File: src/rtl/div_pkg.sv
// Shared state encoding, widths and result constants for the iterative divider.
package div_pkg;

   localparam int DEFAULT_WIDTH = 32;
   localparam int DEFAULT_CNT_W = 6;

   typedef enum logic [1:0] {
      IDLE  = 2'd0,
      RUN   = 2'd1,
      FIXUP = 2'd2,
      DONE  = 2'd3
   } DivState;

   localparam logic [31:0] DIV0_QUOT = 32'hFFFFFFFF;

   // An operand only counts as negative when the divide is two's-complement.
   function automatic logic isNegative(input logic signedOp, input logic msb);
      return signedOp & msb;
   endfunction

endpackage

File: src/rtl/negate32.sv
// Conditional two's-complement: passes the operand through or returns its negation.
module negate32
   import div_pkg::*;
#(
   parameter int WIDTH = DEFAULT_WIDTH
) (
   input  logic [WIDTH-1:0] operand,
   input  logic             negate,
   output logic [WIDTH-1:0] result
);

   assign result = negate ? (~operand + WIDTH'(1)) : operand;

endmodule

File: src/rtl/div32_iter.sv
// Iterative restoring divider, one quotient bit per clock, signed or unsigned,
// with a start/busy/done handshake toward the pipeline stall logic.
module div32_iter
   import div_pkg::*;
#(
   parameter int WIDTH = DEFAULT_WIDTH,
   parameter int CNT_W = DEFAULT_CNT_W
) (
   input  logic             clock,
   input  logic             reset,
   input  logic             start,
   input  logic             is_signed,
   input  logic [WIDTH-1:0] dividend,
   input  logic [WIDTH-1:0] divisor,
   output logic             busy,
   output logic             done,
   output logic [WIDTH-1:0] quotient,
   output logic [WIDTH-1:0] remainder,
   output logic             div_by_zero
);

   DivState          state;
   logic [CNT_W-1:0] count;
   logic [WIDTH-1:0] remReg;
   logic [WIDTH-1:0] quoReg;
   logic [WIDTH-1:0] divMag;
   logic             negQuo;
   logic             negRem;

   logic             dividendNeg;
   logic             divisorNeg;
   logic [WIDTH-1:0] dividendMag;
   logic [WIDTH-1:0] divisorMag;
   logic [WIDTH-1:0] quoFixed;
   logic [WIDTH-1:0] remFixed;

   logic [WIDTH:0]   shifted;
   logic [WIDTH:0]   trial;
   logic             trialOk;
   logic [WIDTH-1:0] nextRem;
   logic [WIDTH-1:0] nextQuo;

   assign dividendNeg = isNegative(is_signed, dividend[WIDTH-1]);
   assign divisorNeg  = isNegative(is_signed, divisor[WIDTH-1]);

   negate32 #(.WIDTH(WIDTH)) dividendAbs (
      .operand (dividend),
      .negate  (dividendNeg),
      .result  (dividendMag)
   );

   negate32 #(.WIDTH(WIDTH)) divisorAbs (
      .operand (divisor),
      .negate  (divisorNeg),
      .result  (divisorMag)
   );

   negate32 #(.WIDTH(WIDTH)) quotientFix (
      .operand (quoReg),
      .negate  (negQuo),
      .result  (quoFixed)
   );

   negate32 #(.WIDTH(WIDTH)) remainderFix (
      .operand (remReg),
      .negate  (negRem),
      .result  (remFixed)
   );

   // One restoring step. The partial remainder is always below the divisor, so
   // a set top bit after the shift guarantees the subtract succeeds; otherwise
   // the borrow of the low WIDTH+1-bit subtract decides.
   always_comb begin
      shifted = {remReg, quoReg[WIDTH-1]};
      trial   = {1'b0, shifted[WIDTH-1:0]} - {1'b0, divMag};
      trialOk = shifted[WIDTH] | ~trial[WIDTH];
      nextRem = trialOk ? trial[WIDTH-1:0] : shifted[WIDTH-1:0];
      nextQuo = {quoReg[WIDTH-2:0], trialOk};
   end

   // Control FSM with registered handshake and result outputs. Results only
   // change on entry to DONE, so they hold steady through the next divide.
   always_ff @(posedge clock) begin
      if (reset) begin
         state       <= IDLE;
         count       <= '0;
         remReg      <= '0;
         quoReg      <= '0;
         divMag      <= '0;
         negQuo      <= 1'b0;
         negRem      <= 1'b0;
         busy        <= 1'b0;
         done        <= 1'b0;
         quotient    <= '0;
         remainder   <= '0;
         div_by_zero <= 1'b0;
      end else begin
         case (state)
            IDLE: begin
               done <= 1'b0;
               if (start) begin
                  remReg <= '0;
                  quoReg <= dividendMag;
                  divMag <= divisorMag;
                  negQuo <= dividendNeg ^ divisorNeg;
                  negRem <= dividendNeg;
                  count  <= CNT_W'(WIDTH);
                  busy   <= 1'b1;
                  if (divisor == '0) begin
                     quotient    <= WIDTH'(DIV0_QUOT);
                     remainder   <= dividend;
                     div_by_zero <= 1'b1;
                     done        <= 1'b1;
                     state       <= DONE;
                  end else begin
                     state <= RUN;
                  end
               end
            end
            RUN: begin
               remReg <= nextRem;
               quoReg <= nextQuo;
               count  <= count - CNT_W'(1);
               if (count == CNT_W'(1)) begin
                  state <= FIXUP;
               end
            end
            FIXUP: begin
               quotient    <= quoFixed;
               remainder   <= remFixed;
               div_by_zero <= 1'b0;
               done        <= 1'b1;
               state       <= DONE;
            end
            DONE: begin
               done  <= 1'b0;
               busy  <= 1'b0;
               state <= IDLE;
            end
            default: begin
               state <= IDLE;
            end
         endcase
      end
   end

endmodule

File: config.mk
export PLATFORM = sky130hd
export DESIGN_NAME = div32_iter
export DESIGN_NICKNAME = d
export VERILOG_FILES = /design/src/rtl/div_pkg.sv /design/src/rtl/negate32.sv /design/src/rtl/div32_iter.sv
export SDC_FILE = /design/constraint.sdc
export NUM_CORES = 1
export LEC_CHECK = 0
export ABC_AREA = 0
export ABC_CLOCK_PERIOD_IN_PS = 3200
export BUFFER_PORTS_ARGS = -buffer_cell sky130_fd_sc_hd__buf_2
export CAP_MARGIN = 20
export CORE_MARGIN = 4
export CORE_UTILIZATION = 55
export DETAILED_ROUTE_END_ITERATION = 6
export PLACE_DENSITY = 0.86
export SYNTH_ARGS = -nofsm -noshare
export SYNTH_HDL_FRONTEND = slang
export SYNTH_SLANG_ARGS = --single-unit
File: constraint.sdc
create_clock -name clock -period 3.2 [get_ports clock]
set_input_delay 0.32 -clock clock [delete_from_list [all_inputs] [get_ports clock]]
set_output_delay 0.32 -clock clock [all_outputs]
set_load 0.02 [all_outputs]
### Word-level counts from Yosys, hierarchy flattened

Cells that the tools add are included.

* add/sub/neg operators: 6
* bitwise operators: 9
* equality and inequality tests: 7
* multiplexer cells: 29
* reductions and logical operators: 11

Operators with widths (count)
* $mux 32: 11
* $pmux 32 s2: 4
* $add 32x1->32 const B: 4
* $not 32->32: 4
* $sub 32x32->33: 1
* $logic_not 32->1: 1
* $pmux 6 s2: 1
* $pmux 2 s4: 1
* $reduce_and 2->1: 4
* $eq 6x1->1 const B: 1
* $mux 2: 3
* $mux 6: 1
* $ne 2x2->1 const B: 3
* $reduce_bool 2->1: 3
* $sub 6x1->6 const B: 1
* $mux 1: 5
* $eq 2x2->1 const B: 2
* $pmux 1 s2: 2
* $pmux 1 s3: 1
* $reduce_and 3->1: 1
* $reduce_bool 3->1: 1
* $and 1x1->1: 2
* $eq 2x1->1 const B: 1
* $logic_not 2->1: 1
* other kinds (3): 3

* output and inout bits: 67
* word-level logic and storage cells: 74
* bits of input ports: 68
* bits in registers: 173

### Logic depth before layout (Yosys ltp)

* word-level depth: 5
* mapped depth: 15

### Cells and area by module

From an unflattened synthesis, not the netlist that was laid out.

* cells, all modules: 1461
* area total of the unflattened synthesis: 11887.7 um2

Modules (own cells, without submodules)
* div32_iter: instances 1, sequential area each 3463.3 um2, area each 8779.7 um2, cells an instance 1065
* negate32: instances 4, sequential area each 0.0 um2, area each 777.0 um2, cells an instance 99

### Worst setup path after synthesis

Ideal clock, no wire load.

* kind: register to register
* start point: register quoReg[31]
* end point: register remReg[12]
* setup slack: 356 ps
* required time: 3083 ps
* data arrival time: 2727 ps
* stages on the path, launching flop included: 16
* library setup time: 117 ps
* cell sequence: dfxtp_1 > inv_1 > ha_1 > fa_1 > nor2b_1 > o31ai_1 > a21oi_1 > o211ai_1 > o31ai_1 > a21oi_1 > o21ba_2 > buf_2 > buf_2 > nand2_1 > o21ai_0 > a22o_1

* longest elaborated chain between the ends: 5

Ends and longest elaborated chain
* start: declaration: RTL line div32_iter.sv:25 `logic [WIDTH-1:0] quoReg;`
* start signal: assignment: RTL line div32_iter.sv:103 `quoReg <= dividendMag;`
* start signal: assignment: RTL line div32_iter.sv:122 `quoReg <= nextQuo;`
* $sub 32x32->33 *: RTL line div32_iter.sv:75 `trial = {1'b0, shifted[WIDTH-1:0]} - {1'b0, divMag};`
* $not 1->1: RTL line div32_iter.sv:76 `trialOk = shifted[WIDTH] | ~trial[WIDTH];`
* $or 1x1->1: RTL line div32_iter.sv:76
* $mux 32 *: RTL line div32_iter.sv:77 `nextRem = trialOk ? trial[WIDTH-1:0] : shifted[WIDTH-1:0];`
* $pmux 32 s2 *: RTL line div32_iter.sv:98 `case (state)`
* end signal: assignment: RTL line div32_iter.sv:121 `remReg <= nextRem;`
* end: declaration: RTL line div32_iter.sv:24 `logic [WIDTH-1:0] remReg;`

Mark *: on every way between the ends. The rest lies on a longest branch, timed or not.
A chain may end at the register's enable or synchronous reset.

### Final worst setup path

* start point: register quoReg[31]
* end point: register remReg[22]

Same word-level chain as after synthesis.

==> key figures <==
Yosys
  • Post-synthesis adder-cell area fraction: 5.01%
  • Synthesized area: 0.0111 sq mm
  • Largest cells by area after synthesis: dfxtp_1 31%, xor2_1 6.8%, nor2_1 5.9%
  • Synth top area share: 31.1%
  • XOR/XNOR Fraction of Synth Area: 11.2%
  • Post-synth top cells: 175 x nor2_1, 173 x dfxtp_1, 156 x nand2_1, 116 x a21oi_1, 89 x o21ai_0
  • Main flop type after synthesis: dfxtp_1
  • Largest area contributor in the netlist: dfxtp_1
  • Largest family of logic cells by synthesized area: compound AO/OA/AOI/OAI gates
  • Simple-gate share of the synthesized area: 19.3%
  • Synth async-reset ratio: 0%
  • Post-synth EDFFs: 0
  • Mapped Nets: about 1.6k
  • Top-count cell post-synth: nor2_1
  • Multiplexer share of the synthesized area: 1.63%
  • Register area share after synthesis: 31.1%
  • Ys Warns: 0
  • Synth Register Bits: 173
  • Complex-gate fraction of the synthesized area: 26.5%
  • Avg Cell Area, Syn: 7.74 sq um
  • Synth Instances: 1439
  • Yosys cell types: between 60 and 70

Drt
  • Vias: around 11k
  • Mean number of vias per cell: 6.05
  • Pre-Repair DR Iteration Count: 5
  • Post-Route WL: 32100 microns
  • Post-route DRC: 0
  • Initial DRC Count: 920
  • Final antenna-violating net count: 0
  • Average routed wire per standard cell: 17.6 microns

STA
  • Worst slew pin tran: around 1.1 ns
  • Clock Skews: around 0.013 ns
  • Tmin final: 3.02 ns
  • Final Hold Fails: 0
  • RSZ-0062 raised after global routing: no
  • Setup Viol. Count Final: 0
  • Period utilization: between 90 and 100%
  • Max_slew headroom: between 20% and 30%
  • Setup tns final: 0 ns
  • Worst Hold Slack: between 0.15 and 0.2 ns
  • Fmax: 331 MHz
  • Final Max Tran Viols: 0

Critical path
  • Worst r2r src: quoReg[31]
  • Crit path max-delay cell type: fa_2
  • CP required: 3.53 ns
  • FF-to-FF setup slack: 0.18 ns
  • Crit-path max cell delay: 0.39 ns
  • Critical Path Sink Type: flip-flop
  • Worst R2R Path Depth: 14
  • Startpoint types: flip-flop
  • Worst Path Max Fanout: 35
  • Data arrival, critical path: 3.35 ns
  • Worst reg2reg path endpoint: remReg[22]
  • Crit Path Class: flip-flop to flip-flop
  • Worst path cell trace: inv_1 > ha_2 > fa_2 > nor2b_2 > o31ai_2 > a21oi_2 > o211ai_1 > o31ai_2 > a21oi_2 > o21ba_4 > buf_12 > nand2_1 > o21ai_0 > a22o_1

Clock tree
  • CTS buffer count: 17
  • Clock transition at path regs: ~0.070 ns
  • Clock tree from TritonCTS: built
  • CTS Buffer Depth: 2
  • Root Buffer: clkbuf_16
  • Hold buffers post-CTS: 0
  • H-tree depth: 4
  • Clk sink count: 173
  • Worst skew pair latency: between 0.4 and 0.5 ns

Flow run
  • MaxCap Viol Count: 0

Floorplan
  • Die Ht: ~150 microns
  • Num ports: ~140
  • Die area: 0.0226 sq mm
  • Row count: 51
  • Core Region: 0.0197 sq mm
  • Initial Util: 56.5%
  • DIE WIDTH: between 150 and 200 microns

Global routing
  • GRT Util Overall: 27.6%
  • Vias in the first global route: 10.1k
  • Largest net degree at the start of global routing: 88
  • First-pass GRT wire length: 50600 microns
  • GR Overflow Total: 0
  • Antenna violations before repair: 0

Worst hold path
  • Hold_sp: divisor[0]
  • Hold Crit Class: input port to flip-flop
  • Hold Path End: divMag[0]
  • WHS Path Cells: 3

Placement
  • Buffers on Ports: about 130
  • Detail Placement HPWL: 24000 microns
  • # placed instances: 1789
  • GP Congestion: slightly below 1

Pwr
  • Sequential fraction of design power: 31.8%
  • Switching Fraction: 43.5%
  • Clock power frac: ~23%
  • P_int: ~5.3 mW
  • Net Sw Power: 4.05 mW
  • VDD IR max: 0.401 mV
  • Leak: 5.29 nW
  • P per Cell Area: 723 mW/mm^2
  • Gate power share: between 40% and 50%

Final layout
  • Nets: 1660
  • Share of layout cells above drive strength 1: 16.4%
  • Area grow syn2layout: 15.6%
  • Fin cells: 1828
  • FILL cells: 1667

Status
  • Status: finished clean
-- state kept, by name (all words and copies together) (netlist names) --
signal	count
div_by_zero	1
remainder	32
divMag	32
done	1
count	6
negRem	1
remReg	32
state	2
negQuo	1
quotient	32
quoReg	32
busy	1
-- logic make-up after synthesis --
logic type	Yosys count
AO/OA/AOI/OAI	448
XOR/XNOR	143
flip-flops	173
adder cells (fa/ha/maj)	44
buffers and inverters	147
AND/OR/NAND/NOR	466
multiplexers	18
-- routing by layer --
layer  track usage (%)  vias to the layer above  wire (microns)
met5                 0                        -               0
met4              9.42                        0             885
met3              4.30                       76            2730
met2              45.0                      451           14800
met1              37.3                     5154           13700
li1                  -                     5375               -
-- layout by cell type (no fill, tap or decap), types with 7 or more instances in the layout --
cell       instances
nand2_1          156
nor2b_1            7
o21ai_0           88
buf_4             44
buf_2            133
o31ai_1           26
a31oi_1           17
nor2_1           174
o211ai_1          15
a22o_1             8
ha_1              41
inv_1             56
a311oi_1          39
o21a_1             7
clkbuf_16         17
a21o_1            23
nand3_1           21
a211oi_1          60
dfxtp_1          173
nor3_1            25
or4_1              9
mux2i_1           17
a21oi_1          114
nand2b_1           9
xor2_1            87
o41ai_1           10
and3_1             7
or3_1             16
xnor2_1           56
-- power groups by stage --
stage	clock, mW	sequential, mW	combinational [mW]
detailed placement	0	3.00	4.04
CTS	2.19	2.95	4.08
global route	2.27	3.02	4.61
floorplan	0	3.11	2.80
finish	2.15	2.96	4.20
global placement	0	2.98	3.97
-- cell type report --
class	count	area [sq um]	share of cell area [%]
diodes	2	5.00	0.0388
clock buffers	17	425	3.30
well taps	265	332	2.57
inverters	56	210	1.63
repair buffers	181	1070	8.31
clock inverters	15	196	1.52
multi-input cells	1119	7180	55.7
flip-flops and latches	173	3460	26.9
-- through the flow --
stage | worst slack (ns) | power [mW] | area [sq um] | util, %
floorplan | 0.356 | 5.91 | 11100 | -
global placement | 0.111 | 6.95 | 12200 | 61.7
detailed placement | -0.0103 | 7.05 | 12200 | 61.7
CTS | 0.0489 | 9.22 | 12800 | 64.9
global route | 0.0184 | 9.90 | 12900 | 65.3
finish | 0.175 | 9.31 | 12900 | 65.3
-- worst max path at each step --
stage | slack, ns | endpoint | cells past startpoint | from
5_1_grt | 0.02 | remReg[22] | 14 | quoReg[31]
3_3_place_gp | 0.11 | remReg[8] | 13 | quoReg[31]
6_report | 0.18 | remReg[22] | 14 | quoReg[31]
3_5_place_dp | -0.01 | remReg[5] | 13 | quoReg[31]
4_1_cts | 0.05 | remReg[22] | 14 | quoReg[31]
2_1_floorplan | 0.36 | remReg[12] | 15 | quoReg[31]
-- what timing repair did --
action	4_1_cts	5_1_grt
setup buffers	0	4
pin swaps	0	6
endpoints found under the setup margin	8	31
resized for setup	1	10
gates cloned	0	0
hold endpoints to repair	0	0
-- worst max-delay path: cells and delay by family (launching register included) --
kind / cells / cell delay [ns]
AOI/OAI and AO/OA: 8 / 1.50
adders and majority gates: 2 / 0.60
DFF: 1 / 0.33
buffers and inverters: 2 / 0.26
and+or+nand+nor: 2 / 0.23
Note: power is estimated with default switching activity, not from simulation.
